==> src/rtl/snap_pkg.sv <==
// snap_pkg: shared state encoding, ctrl/status bit positions and helpers for the snapshot sequencer
package snap_pkg;
  typedef enum logic [2:0] {
    ST_IDLE    = 3'd0,
    ST_ARMED   = 3'd1,
`ifdef SNAP_TRIG_DELAY_EN
    ST_DELAY   = 3'd2,
`endif
    ST_CAPTURE = 3'd3,
    ST_DONE    = 3'd4
  } state_e;
  localparam int ARM_BIT      = 0;
  localparam int TRIG_SRC_BIT = 1;
  localparam int WE_SRC_BIT   = 2;
  localparam int DONE_BIT     = 31;
  localparam int BUSY_BIT     = 30;
  localparam int CNT_W        = 30;
  function automatic logic is_busy(input state_e s);
    return (s != ST_IDLE) && (s != ST_DONE);
  endfunction
endpackage

==> src/rtl/snap_capture_ctrl_edge_det.sv <==
// snap_edge_det: registered rising-edge detector, pulse lasts one cycle after the registered bit rises
module snap_edge_det (
  input  logic clk_i,
  input  logic rst_ni,
  input  logic d_i,
  output logic rise_o
);
  logic d_q, p_q;
  // sample the input, then keep one cycle of history for edge compare
  always_ff @(posedge clk_i or negedge rst_ni) begin
    if (!rst_ni) begin
      d_q <= 1'b0;
      p_q <= 1'b0;
    end else begin
      d_q <= d_i;
      p_q <= d_q;
    end
  end
  assign rise_o = d_q & ~p_q;
endmodule

==> src/rtl/snap_capture_ctrl.sv <==
// snap_capture_ctrl: arm/trigger/burst sequencer into snapshot BRAM; optional post-trigger delay via SNAP_TRIG_DELAY_EN
module snap_capture_ctrl
  import snap_pkg::*;
#(
  parameter int ADDR_W = 10,
  parameter int DATA_W = 64
) (
  input  logic              user_clk,
  input  logic              user_rst_n,
  input  logic [31:0]       ctrl_in,
`ifdef SNAP_TRIG_DELAY_EN
  input  logic [31:0]       trig_delay_in,
`endif
  input  logic [DATA_W-1:0] din,
  input  logic              din_valid,
  input  logic              trig_in,
  input  logic              we_in,
  output logic [ADDR_W-1:0] bram_addr,
  output logic [DATA_W-1:0] bram_din,
  output logic              bram_we,
  output logic [31:0]       status_out
);
  localparam logic [ADDR_W:0] N_C    = {1'b1, {ADDR_W{1'b0}}};
  localparam logic [ADDR_W:0] LAST_C = {1'b0, {ADDR_W{1'b1}}};
  state_e              state_q, state_d;
  logic [ADDR_W:0]     cnt_q, cnt_d;
  logic [ADDR_W-1:0]   addr_q, addr_d;
  logic [DATA_W-1:0]   data_q, data_d;
  logic                we_q, we_d;
  logic [31:0]         status_q, status_d;
  logic                arm, acc, trig, go, wr;
  logic                unused_ctrl;
  assign unused_ctrl = ^ctrl_in[31:3];
  snap_edge_det u_arm (
    .clk_i  (user_clk),
    .rst_ni (user_rst_n),
    .d_i    (ctrl_in[ARM_BIT]),
    .rise_o (arm)
  );
  assign acc  = din_valid & (~ctrl_in[WE_SRC_BIT] | we_in);
  assign trig = ctrl_in[TRIG_SRC_BIT] | trig_in;
`ifdef SNAP_TRIG_DELAY_EN
  logic [31:0] dly_q, dly_d;
  assign go = trig & (dly_q == '0);
`else
  assign go = trig;
`endif
  assign wr = acc & ((state_q == ST_CAPTURE) | ((state_q == ST_ARMED) & go));
  // next state, write strobe and counters; an arm edge overrides everything
  always_comb begin
    state_d = state_q;
    cnt_d   = cnt_q;
    we_d    = 1'b0;
    addr_d  = addr_q;
    data_d  = data_q;
`ifdef SNAP_TRIG_DELAY_EN
    dly_d   = dly_q;
`endif
    if (arm) begin
      state_d = ST_ARMED;
      cnt_d   = '0;
`ifdef SNAP_TRIG_DELAY_EN
      dly_d   = trig_delay_in;
`endif
    end else begin
`ifdef SNAP_TRIG_DELAY_EN
      if (state_q == ST_ARMED && trig) state_d = go ? ST_CAPTURE : ST_DELAY;
      if (state_q == ST_DELAY && acc) begin
        dly_d   = dly_q - 32'd1;
        state_d = (dly_q == 32'd1) ? ST_CAPTURE : ST_DELAY;
      end
`else
      if (state_q == ST_ARMED && trig) state_d = ST_CAPTURE;
`endif
      if (wr) begin
        we_d    = 1'b1;
        addr_d  = cnt_q[ADDR_W-1:0];
        data_d  = din;
        cnt_d   = (cnt_q == N_C) ? cnt_q : cnt_q + 1'b1;
        state_d = (cnt_q == LAST_C) ? ST_DONE : ST_CAPTURE;
      end
    end
    status_d           = '0;
    status_d[DONE_BIT] = (state_d == ST_DONE);
    status_d[BUSY_BIT] = is_busy(state_d);
    status_d[CNT_W-1:0] = CNT_W'(cnt_d);
  end
  // state and output registers, cleared asynchronously
  always_ff @(posedge user_clk or negedge user_rst_n) begin
    if (!user_rst_n) begin
      state_q  <= ST_IDLE;
      cnt_q    <= '0;
      we_q     <= 1'b0;
      addr_q   <= '0;
      data_q   <= '0;
      status_q <= '0;
`ifdef SNAP_TRIG_DELAY_EN
      dly_q    <= '0;
`endif
    end else begin
      state_q  <= state_d;
      cnt_q    <= cnt_d;
      we_q     <= we_d;
      addr_q   <= addr_d;
      data_q   <= data_d;
      status_q <= status_d;
`ifdef SNAP_TRIG_DELAY_EN
      dly_q    <= dly_d;
`endif
    end
  end
  assign bram_we    = we_q;
  assign bram_addr  = addr_q;
  assign bram_din   = data_q;
  assign status_out = status_q;
endmodule

==> config.mk <==
export PLATFORM = sky130hd
export DESIGN_NAME = snap_capture_ctrl
export DESIGN_NICKNAME = d
export VERILOG_FILES = /design/src/rtl/snap_pkg.sv /design/src/rtl/snap_capture_ctrl_edge_det.sv /design/src/rtl/snap_capture_ctrl.sv
export SDC_FILE = /design/constraint.sdc
export NUM_CORES = 1
export LEC_CHECK = 0
export BUFFER_PORTS_ARGS = -buffer_cell sky130_fd_sc_hd__clkbuf_2
export CAP_MARGIN = 20
export CORE_MARGIN = 3
export CORE_UTILIZATION = 35
export CTS_CLUSTER_SIZE = 25
export DETAILED_ROUTE_END_ITERATION = 10
export GPL_TIMING_DRIVEN = 0
export PLACE_DENSITY = 0.75
export SYNTH_ARGS = -nofsm -noshare
export SYNTH_HDL_FRONTEND = slang
export SYNTH_HIERARCHICAL = 1
export SYNTH_SLANG_ARGS = --single-unit
==> constraint.sdc <==
create_clock -name user_clk -period 1.9 [get_ports user_clk]
set_input_delay 0.19 -clock user_clk [delete_from_list [all_inputs] [get_ports user_clk]]
set_output_delay 0.19 -clock user_clk [all_outputs]
set_load 0.02 [all_outputs]
==> results.ini <==
[timing]
rsz0062_at_grt=false
finalMaxSlewViolations=0
hold_violations=0
fmax_ghz=0.561
fin_skew_ns=0.00733
whs_ns=0.0762
setup_viol=0
fin_crit_sh=0.938
relSlewSlack=0.583
tightest_slew_ns=0.625
setup-tns-final_ns=0
timing.final.crit_period_ns=1.78

[die]
start_util=0.360
die_h_um=115
ios=208
core_mm2=0.0115
fp-row-count=39
die-width_um=115
dieArea_mm2=0.0132

[critical_path]
r2r_start=state_q[2]$_DFF_PN0_
critPathArrivalTime_ns=2.01
critical_path.max_fanout=10
cp.required_ns=2.13
end_kind=register
crit_start=state_q[2]$_DFF_PN0_
start_kind=register
path_class=register to register

[power_and_ir_drop]
powerDensity_mw_per_mm2=1040
p_leak_nw=2.82
vdd_ir_drop_max_mv=0.489

[place]
dp_hpwl_um=6710
gp_congestion=0.762
port_buffers=159

[cts]
cts_root_buf=clkbuf_16
cts-resized-gates=0
h-tree-depth=3
cts.sinks=93
clockBufferDepth=2
cts_made_buffers=9
cts_tree=done
worstSkewPairLatency_ns=0.34
post_cts_buffers=0
clk_pin_slew_ns=0.07

[routing]
dr_wl_met2_um=4260
top_layer=met4
num_vias=2760
drcViolationCount=0
drt.antenna.violating_nets=0
wl_met3_um=670
routedWlPerCell_um=14.4
drt_pass1_iterations=4
initialDrtViolationCount=173
routed_wl_um=8820
via_per_inst=4.52
wl_met1_um=3740

[synthesis]
synth_cell_types=38
ys_seq_area_frac=0.561
ys_ff_latch=93
yosysWarnings=6
syn-cell-area_mm2=0.00415
synth.avg_cell_area_um2=15.3
syn-instance-count=272

[global_route]
grt_pass1_wl_um=13700
grtUsageTotal=0.133
grt_pass1_vias=2701
antenna_found_initial=0
grt-ovfl-total=0
grt_max_degree=51

[run_status]
run_status=complete, no violations

[job]
cap_violations=0

[finish]
drive_gt1_frac=0.620
syn2layout_area_growth_pct=33.7
antenna_cells=0
fin_nets=566
fillers=1037

[hold_path]
hp-class=input port to register
hold_start=din[45]

-- synth_stat cells --
cell	number	area, µm²
a21o_1	1	7.51
buf_4	20	150
nor2_1	3	11.3
buf_2	3	15.0
o31ai_1	4	30.0
or4_1	5	37.5
nor3_1	2	10.0
or3_4	1	11.3
dfrtp_1	93	2330
mux2_2	27	304
conb_1	1	3.75
and3_1	1	6.26
nor2b_4	1	13.8
inv_1	5	18.8
mux2_4	49	736
buf_12	6	120
and4_1	1	8.76
nand2_1	6	22.5
or3_1	3	18.8
a21oi_1	12	60.1
nor4_1	1	6.26
or3b_2	1	8.76
nand4b_1	1	8.76
o21ai_0	5	25.0
or4_4	1	11.3
nand2b_1	1	6.26
nor2_4	1	11.3
ha_1	2	25.0
nand3_1	4	20.0
nand4_4	1	21.3
or4b_1	2	20.0
clkbuf_1	1	3.75
or3b_4	1	11.3
nor4_4	1	21.3
and2b_2	1	8.76
nor2b_1	2	12.5
nor4bb_1	1	10.0
o21bai_1	1	7.51
-- area by class of cell --
class                   instances  area [µm²]  area share
plain buffers                  30         289      0.0521
multi-input cells             162        1580       0.285
flip-flops and latches         93        2330       0.419
clock buffers                   9         225      0.0406
well taps                     143         179      0.0322
inverters                       5        18.8     0.00338
repair buffers                162         846       0.152
clock inverters                 7        81.3      0.0147
-- worst max-delay path, stage by stage, from the launching register on --
cell,delay [ns]
dfrtp_1,0.39
and2b_2,0.26
nand4_4,0.16
nor2_4,0.18
buf_2,0.30
mux2_2,0.37
-- stage by stage --
step | total power (W) | util | setup WS [ns] | instances | cell area (µm²)
after detailed placement | 0.00401 | 0.454 | 0.111 | 593 | 5220
after global routing | 0.00609 | 0.482 | 0.0234 | 611 | 5550
after global placement | 0.00396 | 0.451 | -0.340 | 592 | 5190
final | 0.00579 | 0.482 | 0.118 | 611 | 5550
after CTS | 0.00589 | 0.482 | 0.106 | 611 | 5550
after floorplan | 0.00346 | - | 0.200 | 290 | 4220
-- state kept, by name (all words and copies together), names as in the netlist --
register,flops
bram_din,64
bram_addr,10
cnt_q,10
state_q,3
status_out,3
bram_we,1
u_arm/d_q,1
u_arm/p_q,1
-- final timing paths --
path / depth (start not counted) / slack (ns) / endpoint
min reg2reg: 0 / 0.40 / u_arm/p_q$_DFF_PN0_
max: 5 / 0.12 / bram_addr[5]$_DFFE_PN0P_
min in group asynchronous: 2 / 0.43 / bram_din[25]$_DFFE_PN0P_
min: 2 / 0.08 / bram_din[45]$_DFFE_PN0P_
max reg2reg: 5 / 0.12 / bram_addr[5]$_DFFE_PN0P_
max in group asynchronous: 3 / 0.82 / bram_we$_DFF_PN0_
-- per-layer routing --
layer / track usage / vias to the layer above
li1: - / 1309
met1: 0.165 / 1317
met2: 0.216 / 124
met3: 0.0363 / 10
met4: 0.0595 / 0
met5: 0 / -
-- repair_timing --
action	in CTS	in global routing
hold buffers	2	0
endpoints found under the setup margin	0	0
hold endpoints to repair	44	0
-- layout by cell type, fill, tap and decap left out, types with 2 or more instances in the layout --
cell type and instances:
clkbuf_2 158, dfrtp_1 93, mux2_4 49, mux2_2 27, buf_4 20, conb_1 19, a21oi_1 12, clkbuf_16 9
nand2_1 6, buf_12 6, inv_1 5, or4_1 5, o21ai_0 5, nand3_1 4, o31ai_1 4, buf_2 3
nor2_1 3, or3_1 3, clkinvlp_4 3, nor3_1 2, nor2b_1 2, or4b_1 2, ha_1 2, inv_6 2
dlygate4sd3_1 2
-- power by group --
part           switching [W]  leakage, nW  internal [W]
clock               0.000790        0.141       0.00104
combinational       0.000794         1.55      0.000706
sequential          0.000183         1.13       0.00228
-- cell families after synthesis --
| kind of cell | share of synthesized area |
|---|---|
| other | 0.000903 |
| adders and majority gates | 0.00603 |
| buffers and inverters | 0.0741 |
| AOI/OAI and AO/OA | 0.0313 |
| DFF | 0.561 |
| and+or+nand+nor | 0.0766 |
| muxes | 0.250 |
(Power assumes the default switching activity.)
